===== config.mk =====
export PLATFORM = sky130hd
export DESIGN_NAME = debouncer_array
export DESIGN_NICKNAME = d
export VERILOG_FILES = /design/src/rtl/debouncer_pkg.sv /design/src/rtl/debounce_channel.sv /design/src/rtl/debouncer_array.sv
export SDC_FILE = /design/constraint.sdc
export NUM_CORES = 1
export LEC_CHECK = 0
export BUFFER_PORTS_ARGS = -buffer_cell sky130_fd_sc_hd__clkbuf_2
export CAP_MARGIN = 5
export CELL_PAD_IN_SITES_DETAIL_PLACEMENT = 0
export CELL_PAD_IN_SITES_GLOBAL_PLACEMENT = 1
export CORE_MARGIN = 2
export CORE_UTILIZATION = 35
export DETAILED_ROUTE_END_ITERATION = 8
export PLACE_DENSITY = 0.67
export SYNTH_ARGS = -nofsm -noshare
export SYNTH_HDL_FRONTEND = slang
export SYNTH_SLANG_ARGS = --single-unit

===== constraint.sdc =====
create_clock -name clk_i -period 4.11 [get_ports clk_i]
set_clock_uncertainty 0.15 [all_clocks]
set_input_delay 0.2055 -clock clk_i [delete_from_list [all_inputs] [get_ports clk_i]]
set_output_delay 0.2055 -clock clk_i [all_outputs]
set_load 0.01 [all_outputs]

===== src/rtl/debouncer_pkg.sv =====
// ============================================================================
// Module : debouncer_pkg
// Brief  : Shared defaults, FSM state type and sizing helpers for debouncer_array
// Rev    : 1.0
// ============================================================================
`default_nettype none

package debouncer_pkg;

    localparam int DEFAULT_CHANNELS     = 4;
    localparam int DEFAULT_CLK_RATE     = 10_000_000;
    localparam int DEFAULT_SAMPLE_RATE  = 1_000_000;
    localparam int DEFAULT_STABLE_COUNT = 4;

    typedef enum logic [0:0] {
        ST_STABLE  = 1'b0,
        ST_PENDING = 1'b1
    } db_state_e;

    function automatic int calc_div(input int clk_rate, input int sample_rate);
        return (sample_rate > 0) ? (clk_rate / sample_rate) : 0;
    endfunction

    function automatic int cnt_width(input int stable_count);
        return $clog2(stable_count + 1);
    endfunction

    // A one-state prescaler still needs a 1-bit register to stay legal.
    function automatic int presc_width(input int div);
        return (div > 1) ? $clog2(div) : 1;
    endfunction

endpackage

`default_nettype wire


===== src/rtl/debounce_channel.sv =====
// ============================================================================
// Module : debounce_channel
// Brief  : One switch channel: 2-flop sync, STABLE/PENDING filter, edge pulses
// Rev    : 1.0
// ============================================================================
`default_nettype none

module debounce_channel
    import debouncer_pkg::*;
#(
    parameter int   StableCount = DEFAULT_STABLE_COUNT,
    parameter logic InvertBit   = 1'b0,
    parameter int   CntW        = cnt_width(StableCount)
) (
    input  logic clk_i,
    input  logic rst_i,
    input  logic strobe_i,
    input  logic sw_i,
    output logic level_o,
    output logic rise_o,
    output logic fall_o,
    output logic edge_next_o
);

    logic [1:0]      sync_q;
    db_state_e       state_q, state_d;
    logic [CntW-1:0] cnt_q, cnt_d;
    logic            level_q, level_d;
    logic            rise_q, rise_d;
    logic            fall_q, fall_d;
    logic            s;

    assign s = sync_q[1] ^ InvertBit;

    always_ff @(posedge clk_i or posedge rst_i) begin
        if (rst_i) begin
            sync_q  <= {2{InvertBit}};
            state_q <= ST_STABLE;
            cnt_q   <= '0;
            level_q <= InvertBit;
            rise_q  <= 1'b0;
            fall_q  <= 1'b0;
        end else begin
            sync_q  <= {sync_q[0], sw_i};
            state_q <= state_d;
            cnt_q   <= cnt_d;
            level_q <= level_d;
            rise_q  <= rise_d;
            fall_q  <= fall_d;
        end
    end

    always_comb begin
        state_d = state_q;
        cnt_d   = cnt_q;
        level_d = level_q;
        if (strobe_i) begin
            case (state_q)
                ST_STABLE: begin
                    if (s != level_q) begin
                        if (StableCount == 1) begin
                            level_d = ~level_q;
                        end else begin
                            state_d = ST_PENDING;
                            cnt_d   = CntW'(1);
                        end
                    end
                end
                ST_PENDING: begin
                    if (s == level_q) begin
                        state_d = ST_STABLE;
                        cnt_d   = '0;
                    end else if (cnt_q + CntW'(1) == CntW'(StableCount)) begin
                        level_d = ~level_q;
                        state_d = ST_STABLE;
                        cnt_d   = '0;
                    end else begin
                        cnt_d = cnt_q + CntW'(1);
                    end
                end
                default: begin
                    state_d = ST_STABLE;
                    cnt_d   = '0;
                end
            endcase
        end
        rise_d = level_d & ~level_q;
        fall_d = ~level_d & level_q;
    end

    assign level_o     = level_q;
    assign rise_o      = rise_q;
    assign fall_o      = fall_q;
    // Lets the top register its OR-of-edges in step with rise_q/fall_q.
    assign edge_next_o = rise_d | fall_d;

endmodule

`default_nettype wire


===== src/rtl/debouncer_array.sv =====
// ============================================================================
// Module : debouncer_array
// Brief  : Multi-channel switch debouncer sharing one sample-strobe prescaler
// Rev    : 1.0
// ============================================================================
`default_nettype none

module debouncer_array
    import debouncer_pkg::*;
#(
    parameter int                  Channels    = DEFAULT_CHANNELS,
    parameter int                  ClkRate     = DEFAULT_CLK_RATE,
    parameter int                  SampleRate  = DEFAULT_SAMPLE_RATE,
    parameter int                  StableCount = DEFAULT_STABLE_COUNT,
    parameter logic [Channels-1:0] InvertMask  = '0
) (
    input  logic                clk_i,
    input  logic                rst_i,
    input  logic [Channels-1:0] sw_i,
    output logic [Channels-1:0] db_level_o,
    output logic [Channels-1:0] db_rise_o,
    output logic [Channels-1:0] db_fall_o,
    output logic                any_tick_o
);

    localparam int SafeRate = (SampleRate < 1) ? 1 : SampleRate;
    localparam int Div      = calc_div(ClkRate, SafeRate);
    localparam int PrescW   = presc_width(Div);

    generate
        if ((SampleRate < 1) || (ClkRate % SafeRate != 0) || (Div < 1) ||
            (Channels < 1) || (StableCount < 1)) begin : g_param_error
            $error("debouncer_array: illegal parameter combination");
        end
    endgenerate

    logic [PrescW-1:0]   presc_q, presc_d;
    logic                strobe;
    logic [Channels-1:0] edge_next;
    logic                any_tick_q;

    assign strobe  = (presc_q == PrescW'(Div - 1));
    assign presc_d = strobe ? '0 : presc_q + PrescW'(1);

    always_ff @(posedge clk_i or posedge rst_i) begin
        if (rst_i) begin
            presc_q    <= '0;
            any_tick_q <= 1'b0;
        end else begin
            presc_q    <= presc_d;
            any_tick_q <= |edge_next;
        end
    end

    generate
        for (genvar g = 0; g < Channels; g++) begin : g_channel
            debounce_channel #(
                .StableCount (StableCount),
                .InvertBit   (InvertMask[g])
            ) u_channel (
                .clk_i       (clk_i),
                .rst_i       (rst_i),
                .strobe_i    (strobe),
                .sw_i        (sw_i[g]),
                .level_o     (db_level_o[g]),
                .rise_o      (db_rise_o[g]),
                .fall_o      (db_fall_o[g]),
                .edge_next_o (edge_next[g])
            );
        end
    endgenerate

    assign any_tick_o = any_tick_q;

endmodule

`default_nettype wire


==> metrics.txt <==
status finished clean; crit path cell chain and4bb_4, nand4_2, mux2_1, ha_1, nand4_1; DIE HEIGHT 81.04 um; Port Buffers 18; synth-to-layout area growth 11.14%; cell internal pwr 642.5 uW; Syn Std Cell Area ~0.0021 mm^2; buffer and inverter count on the worst path 0; DIE AREA 0.006567 mm^2; Synth Area in Adders 0.09639; Top Layer Used met4; CP endpoint kind flip-flop; Cell variety after synth 33; Tot Pwr 874.9 uW; global-route usage over all layers 0.1135; Clk Latency, worst-skew pair 0.29 ns; post-route clock period utilization 0.5282; Clk pwr share 0.330; Switching Fraction 0.2657; layout cells sized above 1 0.2124; Detailed Place HPWL 2182 um; total gr overflow 0; Seq/Total Area, Yosys 0.4940; XOR/XNOR Fraction of Synth Area 0.03795; Detailed Route Iter0 Violations 46; Fin Setup TNS 0 ns; fill count slightly below 600; Gate power share 0.141; RSZ-0062 raised after global routing false; n_diodes 0; drt wl/cell around 12 um; Starting Density 0.3571; Cell Pwr Density between 300 and 400 mW/mm^2; root buf cell clkbuf_8; Die Span X 81.04 um; CTS Sinks 41; post-synthesis mux area share 0.05120; Worst slew margin 0.6600; Rows 28; leading area contributor after synthesis dfrtp_1; HP Class flip-flop to flip-flop; Hold WS 0.2041 ns; final setup violation count 0; combinational family with the most area after synthesis simple AND/OR/NAND/NOR gates; Final Util 0.3969; 1st-pass router iterations 5; CP required 4.13 ns; # IOs 19; highest clock rate 0.4606 GHz; register share of total power 0.529; Synth top area share 0.4940; Max H-tree Level 2; initial antenna violation count 0; largest vdd supply drop 217.1 uV; P_leak 0.001071 uW; Synth Net Count ~200; Core Area just under 0.006 mm^2; CTS tree yes; # Post-CTS Setup Buffers 0; Final Critical Period roughly 2.2 ns; Worst-path clk slew 0.07 ns; first-pass GRT wire length 5540 um; Max-Cap Viols 0; top cells by area, synth dfrtp_1 (49%), ha_1 (9.6%), buf_4 (4.3%); final-report hold violation count 0; worst slew pin tran 0.5100 ns; ANT nets after route 0; syn avg cell area 11.80 um^2; max incr delay on CP 0.55 ns; post-DR vias/cell 4.638; WL met3 between 100 and 150 um; family with the most delay on the worst path simple AND/OR/NAND/NOR gates; clock buffer count from CTS 5; post-cts hold buffer count 5; # resized after CTS 0; Critical Path Start Type flip-flop; Slowest-stage cell, CP and4bb_4; register bit total from synthesis 41; final WL roughly 3200 um; Synth Instances 176; Net Switching between 200 and 250 uW; GP Congestion 0.7296; Max Slew Vio Count 0; Synth Area in Compound Gates 0.1205; Worst EP arrival 2.19 ns; simple-gate share of the synthesized area 0.1229; Layout Nets ~210; maximum clock insertion buffer count 2; worst-path fanout max 22; M1 WL around 1500 um; largest net degree at the start of global routing 42; yosys warns 0; critical path class flip-flop to flip-flop; met2 wire length 1466 um; # DRC 0; routed vias around 1,200; vias in the first global route 1,240
## path summary, 6_finish.rpt
check	cells after the start	slack (ns)	to	startpoint
worst max register to register	5	1.94	any_tick_o	presc_q[2]
worst min-delay path	0	0.20	g_channel[1].u_channel.sync_q[1]	g_channel[1].u_channel.sync_q[0]
min in group asynchronous	4	0.42	g_channel[0].u_channel.fall_o	rst_i
worst max-delay path	5	1.94	any_tick_o	presc_q[2]
max in group asynchronous	4	3.04	g_channel[2].u_channel.cnt_q[2]	rst_i
worst min register to register	0	0.20	g_channel[1].u_channel.sync_q[1]	g_channel[1].u_channel.sync_q[0]
## state kept, by name, summed over array words and instances, names as in the netlist
signal	count
g_channel.u_channel.sync_q	8
g_channel.u_channel.fall_o	4
g_channel.u_channel.level_o	4
presc_q	4
any_tick_o	1
g_channel.u_channel.state_q	4
g_channel.u_channel.cnt_q	12
g_channel.u_channel.rise_o	4
## Yosys cell counts
master / count
nor3_2: 3
o21a_1: 3
a31oi_1: 1
mux2_2: 2
nand4_2: 1
ha_1: 16
nand4_1: 1
a21oi_2: 3
and3_1: 1
and4_1: 1
o22ai_1: 3
and4bb_4: 1
nand4bb_4: 1
a21oi_1: 6
o2bb2ai_1: 1
inv_1: 13
a22o_1: 2
nand3b_1: 1
buf_4: 12
nand2_1: 17
mux2i_1: 5
o32ai_2: 3
a311oi_1: 3
o21ai_1: 2
buf_2: 2
xnor2_1: 4
mux2_1: 3
dfrtp_1: 41
nor4b_1: 3
o21ai_0: 7
xor2_1: 5
buf_6: 1
nor2b_1: 8
## per-layer routing
| layer | track usage | up-vias |
|---|---|---|
| met4 | 0.07288 | 0 |
| met3 | 0.03444 | 8 |
| met5 | 0 | - |
| li1 | - | 630 |
| met1 | 0.1418 | 586 |
| met2 | 0.1702 | 19 |
## power groups by stage
| stage | sequential (uW) | clock (uW) | combinational (uW) |
|---|---|---|---|
| 2_1_floorplan | 465 | 0 | 101 |
| 3_3_place_gp | 470 | 0 | 123 |
| 3_5_place_dp | 471 | 0 | 121 |
| 4_1_cts | 463 | 302 | 126 |
| 5_1_grt | 469 | 319 | 139 |
| 6_report | 463 | 288 | 123 |
## through the flow
step	worst slack (ns)	instance area (um^2)	cells
finish	1.939	2308	268
global route	1.797	2308	268
CTS	1.922	2308	268
detailed placement	1.917	2157	255
global placement	1.979	2157	255
floorplan	2.169	2077	176
## cell families after synthesis
group	count (synthesis)
xor gates and xnor gates	9
DFF	41
buffers and inverters	28
and+or+nand+nor	38
adders and majority gates	16
AOI/OAI and AO/OA	34
muxes	10
## worst register-to-register path, cell delays in order, from the launching register on
cell and delay (ns):
dfrtp_1 0.43, and4bb_4 0.55, nand4_2 0.17, mux2_1 0.36
ha_1 0.30, nand4_1 0.09
## cells in the final DEF, fill, tap and decap left out, types with 5 or more instances in the layout
cell | synthesis | layout
clkbuf_8 | 0 | 7
xor2_1 | 5 | 5
inv_1 | 13 | 13
nand2_1 | 17 | 17
o21ai_0 | 7 | 7
ha_1 | 16 | 16
a21oi_1 | 6 | 6
nor2b_1 | 8 | 8
dlygate4sd3_1 | 0 | 5
clkbuf_2 | 0 | 18
dfrtp_1 | 41 | 41
mux2i_1 | 5 | 5
## area by class of cell
| type | count | area (um^2) | share of cell area |
|---|---|---|---|
| Timing Repair Buffer | 24 | 147.6 | 0.06396 |
| Tap cell | 75 | 93.84 | 0.04065 |
| Clock buffer | 7 | 96.34 | 0.04173 |
| Inverter | 13 | 48.80 | 0.02114 |
| Clock inverter | 1 | 5.005 | 0.002168 |
| Multi-Input combinational cell | 107 | 890.9 | 0.3859 |
| Sequential cell | 41 | 1026 | 0.4444 |
Note: power is estimated with default switching activity, not from simulation.
